===== src/rtl/puf_uart_bridge.sv =====
// puf_uart_bridge: UART byte framer feeding a PUF with challenges and
// streaming its responses back out, one frame in flight at a time.
// Ports: clk/resetn (async, active low); rx_data/rx_valid/rx_enable from
// the UART receiver; tx_data/tx_enable/tx_busy to the UART transmitter;
// challenge/puf_start/puf_done/response to the PUF; busy, timeout_err.
// Build option PUF_BRIDGE_CHECKSUM_EN: XOR trailer byte on both frames,
// NAK (8'h15) reply on a bad challenge checksum.
module puf_uart_bridge #(
   parameter int DATA_BITS       = 8,
   parameter int CHALLENGE_BYTES = 4,
   parameter int RESPONSE_BYTES  = 4,
   parameter int TIMEOUT_CYCLES  = 5_000_000
) (
   input  logic                                 clk,
   input  logic                                 resetn,
   input  logic [DATA_BITS-1:0]                 rx_data,
   input  logic                                 rx_valid,
   output logic                                 rx_enable,
   output logic [DATA_BITS-1:0]                 tx_data,
   output logic                                 tx_enable,
   input  logic                                 tx_busy,
   output logic [CHALLENGE_BYTES*DATA_BITS-1:0] challenge,
   output logic                                 puf_start,
   input  logic                                 puf_done,
   input  logic [RESPONSE_BYTES*DATA_BITS-1:0]  response,
   output logic                                 busy,
   output logic                                 timeout_err
);

`ifdef PUF_BRIDGE_CHECKSUM_EN
   localparam int CK = 1;
`else
   localparam int CK = 0;
`endif
   localparam int FRAME = CHALLENGE_BYTES + CK;
   localparam int TXMAX = RESPONSE_BYTES + CK;
   localparam int CMAX  = (FRAME > TXMAX) ? FRAME : TXMAX;
   localparam int CNT_W = $clog2(CMAX + 1);
   localparam int TMR_W = $clog2(TIMEOUT_CYCLES);
   localparam int CW    = CHALLENGE_BYTES * DATA_BITS;
   localparam int SW    = TXMAX * DATA_BITS;

   localparam logic [CNT_W-1:0] FRAME_C = CNT_W'(FRAME);
   localparam logic [CNT_W-1:0] CB_C    = CNT_W'(CHALLENGE_BYTES);
   localparam logic [CNT_W-1:0] TXMAX_C = CNT_W'(TXMAX);
   localparam logic [TMR_W-1:0] TMR_MAX = TMR_W'(TIMEOUT_CYCLES - 1);

   typedef enum logic [2:0] {
      S_RX, S_START, S_PUF_WAIT, S_TX_REQ, S_TX_ACK, S_TX_DONE
   } state_t;

   state_t           state, state_n;
   logic [CNT_W-1:0] cnt, tx_idx, tx_last;
   logic [TMR_W-1:0] tmr;
   logic [CW-1:0]    chal;
   logic [SW-1:0]    sreg;
   logic [SW-1:0]    resp_frame;
   logic             rx_en_q;
   logic             frame_full, accept, expire, tx_final, go_start;

   // A full frame is consumed on the following cycle, so no byte is
   // accepted and the timer cannot fire while it is pending.
   assign frame_full = (cnt == FRAME_C);
   assign accept = (state == S_RX) && rx_valid && !frame_full;
   assign expire = (state == S_RX) && (cnt != '0) && !frame_full
                && (tmr == TMR_MAX) && !rx_valid;
   assign tx_final = ((tx_idx + 1'b1) == tx_last);

`ifdef PUF_BRIDGE_CHECKSUM_EN
   localparam logic [DATA_BITS-1:0] NAK = DATA_BITS'(8'h15);
   logic [DATA_BITS-1:0] rx_x, resp_x;
   logic                 ck_ok;

   always_comb begin
      resp_x = '0;
      for (int i = 0; i < RESPONSE_BYTES; i++)
         resp_x = resp_x ^ response[i*DATA_BITS +: DATA_BITS];
   end

   assign resp_frame = {response, resp_x};
   assign go_start   = ck_ok;

   // Running XOR of the challenge bytes; the trailer byte is compared
   // against it instead of being shifted into the challenge.
   always_ff @(posedge clk or negedge resetn) begin
      if (!resetn) begin
         rx_x  <= '0;
         ck_ok <= 1'b0;
      end else if (accept) begin
         if (cnt == '0)
            rx_x <= rx_data;
         else if (cnt != CB_C)
            rx_x <= rx_x ^ rx_data;
         else
            ck_ok <= (rx_data == rx_x);
      end
   end
`else
   assign resp_frame = response;
   assign go_start   = 1'b1;
`endif

   always_comb begin
      state_n = state;
      unique case (state)
         S_RX:       if (frame_full)
                        state_n = go_start ? S_START : S_TX_REQ;
         S_START:    state_n = S_PUF_WAIT;
         S_PUF_WAIT: if (puf_done) state_n = S_TX_REQ;
         S_TX_REQ:   if (!tx_busy) state_n = S_TX_ACK;
         S_TX_ACK:   if (tx_busy) state_n = S_TX_DONE;
         S_TX_DONE:  if (!tx_busy)
                        state_n = tx_final ? S_RX : S_TX_REQ;
         default:    state_n = S_RX;
      endcase
   end

   always_ff @(posedge clk or negedge resetn) begin
      if (!resetn) begin
         state   <= S_RX;
         rx_en_q <= 1'b0;
         cnt     <= '0;
         tmr     <= '0;
         chal    <= '0;
         sreg    <= '0;
         tx_idx  <= '0;
         tx_last <= '0;
      end else begin
         state   <= state_n;
         rx_en_q <= (state_n == S_RX);
         if (accept) begin
            cnt <= cnt + 1'b1;
            tmr <= '0;
            if (cnt != CB_C)
               chal <= (chal << DATA_BITS) | CW'(rx_data);
         end else if (expire) begin
            cnt <= '0;
            tmr <= '0;
         end else if ((state == S_RX) && (cnt != '0) && (tmr != TMR_MAX)) begin
            tmr <= tmr + 1'b1;
         end
         if ((state == S_RX) && frame_full) begin
            cnt <= '0;
`ifdef PUF_BRIDGE_CHECKSUM_EN
            if (!ck_ok) begin
               sreg    <= SW'(NAK) << (SW - DATA_BITS);
               tx_idx  <= '0;
               tx_last <= CNT_W'(1);
            end
`endif
         end
         if ((state == S_PUF_WAIT) && puf_done) begin
            sreg    <= resp_frame;
            tx_idx  <= '0;
            tx_last <= TXMAX_C;
         end
         if ((state == S_TX_DONE) && !tx_busy) begin
            sreg   <= sreg << DATA_BITS;
            tx_idx <= tx_idx + 1'b1;
         end
      end
   end

   assign rx_enable   = rx_en_q;
   assign tx_data     = sreg[SW-1 -: DATA_BITS];
   assign tx_enable   = (state == S_TX_REQ) && !tx_busy;
   assign challenge   = chal;
   assign puf_start   = (state == S_START);
   assign busy        = !((state == S_RX) && (cnt == '0));
   assign timeout_err = expire;

endmodule

===== config.mk =====
export PLATFORM = sky130hd
export DESIGN_NAME = puf_uart_bridge
export DESIGN_NICKNAME = d
export VERILOG_FILES = /design/src/rtl/puf_uart_bridge.sv
export SDC_FILE = /design/constraint.sdc
export NUM_CORES = 1
export LEC_CHECK = 0
export CORE_UTILIZATION = 45
export CTS_CLUSTER_DIAMETER = 60
export DETAILED_ROUTE_END_ITERATION = 8
export PLACE_DENSITY = 0.71
export REMOVE_ABC_BUFFERS = 1
export SYNTH_ARGS = -nofsm -noshare
export SYNTH_HDL_FRONTEND = slang
export SYNTH_SLANG_ARGS = --single-unit

===== constraint.sdc =====
create_clock -name clk -period 4.4 [get_ports clk]
set_input_delay 0.66 -clock clk [delete_from_list [all_inputs] [get_ports clk]]
set_output_delay 0.66 -clock clk [all_outputs]
set_load 0.02 [all_outputs]

==> impl_metrics.tcl <==
set metrics [dict create \
    net-switching-power_mw 1.37 \
    setup.reg_to_reg.worst_slack_ns 2.11 \
    initial_antenna_violation_count 0 \
    power_leakage_nw 2.54 \
    rsz0062_at_grt "no" \
    vdd_ir_drop_max_mv 0.286 \
    yosysUniqueCellTypes 49 \
    cts.htree.levels 3 \
    design.portCount 90 \
    timing.rr.start "tmr[0]$_DFFE_PN0P_" \
    placeableCoreArea_um2 9860 \
    global_router_s_overall_resource_usage_pct 19.4 \
    sequentialPowerShare_pct 41.4 \
    finalHoldViolCount 0 \
    num_antenna_cells 0 \
    setup_total_negative_slack_ns 0 \
    syn-mean-instance-area_um2 9.32 \
    synth-async-reset-ratio_pct 100 \
    finClkSkew_ns 0.0198 \
    cts_post_setup_buffers_inserted 0 \
    ys_ff_latch 98 \
    post_drt_wl_per_cell_um 14.3 \
    post_route_standard_cell_area_excluding_fillers_um2 5770 \
    buffer_ports.inserted 89 \
    post-route-drc-count 0 \
    final_cell_mix "sky130_fd_sc_hd__nand2_1 (151), sky130_fd_sc_hd__dfrtp_1 (98), sky130_fd_sc_hd__clkdlybuf4s50_1 (88)" \
    clock-sinks 98 \
    fillCellCount 838 \
    worst-r2r-cell-count 6 \
    layout_setup_ws_ns 1.34 \
    num-nets-final 619 \
    top_reg_cell_synth "sky130_fd_sc_hd__dfrtp_1" \
    area_growth_pct 24.7 \
    worst_ep_required_time_ns 3.74 \
    cp-endpoint "timeout_err" \
    die_w_um 103 \
    worstPathArrival_ns 2.40 \
    crit_start "tmr[17]$_DFFE_PN0P_" \
    timing_worst_slew_pin_value_ns 1.04 \
    synth_warn 0 \
    cp_max_fo 6 \
    die-height_um 103 \
    max-slew-margin-rel_pct 30.3 \
    layout_commonest_cell "sky130_fd_sc_hd__nand2_1" \
    setup_viol 0 \
    grt_pass1_vias 3449 \
    netlist_area_um2 4620 \
    fin_util_pct 58.5 \
    place_congestion 0.940 \
    post-route-period-util_pct 69.5 \
    postCtsHoldBufs 0 \
    vias_per_cell 5.21 \
    net_sw_share_pct 39.0 \
    clock_path_buffers 2 \
    place_hpwl_um 6850 \
    drtPass1Iterations 6 \
    grt_max_degree 72 \
    grt_overflow_total 0 \
    cts_made_buffers 9 \
    clockPowerShare_pct 18.1 \
    max_clock_freq_mhz 327 \
    tritoncts_clock_tree "built" \
    drive_gt1_share_pct 5.23 \
    endpoint_class_of_the_critical_path "output port" \
    post_drt_antenna_nets 0 \
    cts_resized 0 \
    starting_density_pct 46.9 \
    clk_pin_slew_ns 0.12 \
    minimum_clock_period_after_layout_ns 3.06 \
    synth.yosys.seq_area_share_pct 53.0 \
    grt_pass1_wl_um 16100 \
    maxCapViolations 0 \
    synthCells 496 \
    drt_wl_total_um 10100 \
    place_ws_ns 1.56 \
    hold_path_class "in -> async" \
    power.density_nw_per_um2 609 \
    setup.worst_path.start_class "flop" \
    outcome "finished, final reports clean" \
    die_outline_area_um2 10700 \
    detailroute.via_count 3680 \
    share_comb_of_total_power_pct 40.5 \
    intPower_mw 2.14 \
    detail_route.iter0.violations 117 \
    synth-edff-count 0 \
    crit_type "reg -> out" \
    finalMaxSlewViolations 0 \
    detailed_place.area_um2 5550 \
    r2r_path_end "tmr[12]$_DFFE_PN0P_" \
    clk-insertion-delay-late_ns 0.37 \
    cts_root_buffer "sky130_fd_sc_hd__clkbuf_8" \
    std_cell_rows 36 \
]
## metrics by stage
step                      cells  hold slack (ns)  power, mW
after CTS                   707            0.451       3.55
final                       707            0.420       3.51
after global placement      691            0.458       2.85
after global routing        707            0.496       3.75
after floorplan             465            0.364       2.27
after detailed placement    691            0.461       2.90
## logic make-up after synthesis
group / share of synthesized area, %
compound gates: 9.44
fa+ha+maj: 1.35
mux: 5.87
buf+inv: 4.33
xor+xnor: 2.46
simple gates: 23.5
flops: 53.0
## flip-flops by register name, summed over array words and instances, names as in the netlist
name,flops
tmr,23
sreg,32
tx_idx,3
challenge,32
state,3
tx_last,1
rx_enable,1
cnt,3
## worst max-delay path: stages (launching register included)
cell and delay (ns):
sky130_fd_sc_hd__dfrtp_1 0.45, sky130_fd_sc_hd__or4b_1 0.53, sky130_fd_sc_hd__nor3_1 0.22, sky130_fd_sc_hd__nand4_1 0.16
sky130_fd_sc_hd__inv_1 0.10, sky130_fd_sc_hd__clkdlybuf4s50_1 0.60
## worst min-delay path by stage
stage	from	to	slack, ns	cells after the start
CTS	resetn	challenge[9]$_DFFE_PN0P_	0.45	1
finish	resetn	challenge[2]$_DFFE_PN0P_	0.42	1
detailed placement	challenge[30]$_DFFE_PN0P_	challenge[30]$_DFFE_PN0P_	0.46	2
global route	resetn	challenge[30]$_DFFE_PN0P_	0.50	1
floorplan	resetn	challenge[0]$_DFFE_PN0P_	0.36	0
global placement	challenge[30]$_DFFE_PN0P_	challenge[30]$_DFFE_PN0P_	0.46	2
## layer usage
layer / track usage, % / wire (µm) / vias up
met5: 0 / 0 / -
met4: 7.37 / 164 / 0
met3: 4.30 / 538 / 18
met2: 31.4 / 4770 / 85
met1: 25.5 / 4610 / 1767
li1: - / - / 1810
## power groups by stage
stage / clock network, mW / logic [mW] / registers, mW
6_report: 0.635 / 1.42 / 1.46
3_3_place_gp: 0 / 1.40 / 1.45
3_5_place_dp: 0 / 1.44 / 1.47
2_1_floorplan: 0 / 0.650 / 1.62
5_1_grt: 0.689 / 1.57 / 1.50
4_1_cts: 0.650 / 1.44 / 1.45
## area by class of cell
type,instances,area (µm²),share of cell area [%]
clock inverter,6,83.8,1.45
inverter,8,30.0,0.521
clock buffer,10,138,2.39
multi-input combinational,359,1980,34.3
tap,133,166,2.89
sequential,98,2450,42.5
timing repair buffer,93,918,15.9
## synth_stat cells (all sizes together) (2+ instances only)
master	instances	area, µm²
ha	5	62.6
nand2	151	567
a21oi	21	105
xnor2	8	70.1
a22o	2	17.5
nand4	9	56.3
or4	4	33.8
or3	9	61.3
nand3	6	30.0
nand2b	4	25.0
inv	8	30.0
buf	18	121
clkbuf	13	48.8
nor3	11	60.1
nor2	24	97.6
nor3b	3	22.5
nor4	3	18.8
and4	2	17.5
a31o	3	26.3
mux2i	26	260
and3	3	18.8
and2	2	12.5
o211ai	2	15.0
o31ai	5	37.5
o21ai	38	201
xor2	5	43.8
nor2b	2	12.5
dfrtp	98	2450
Power figures use the tool's default switching activity.
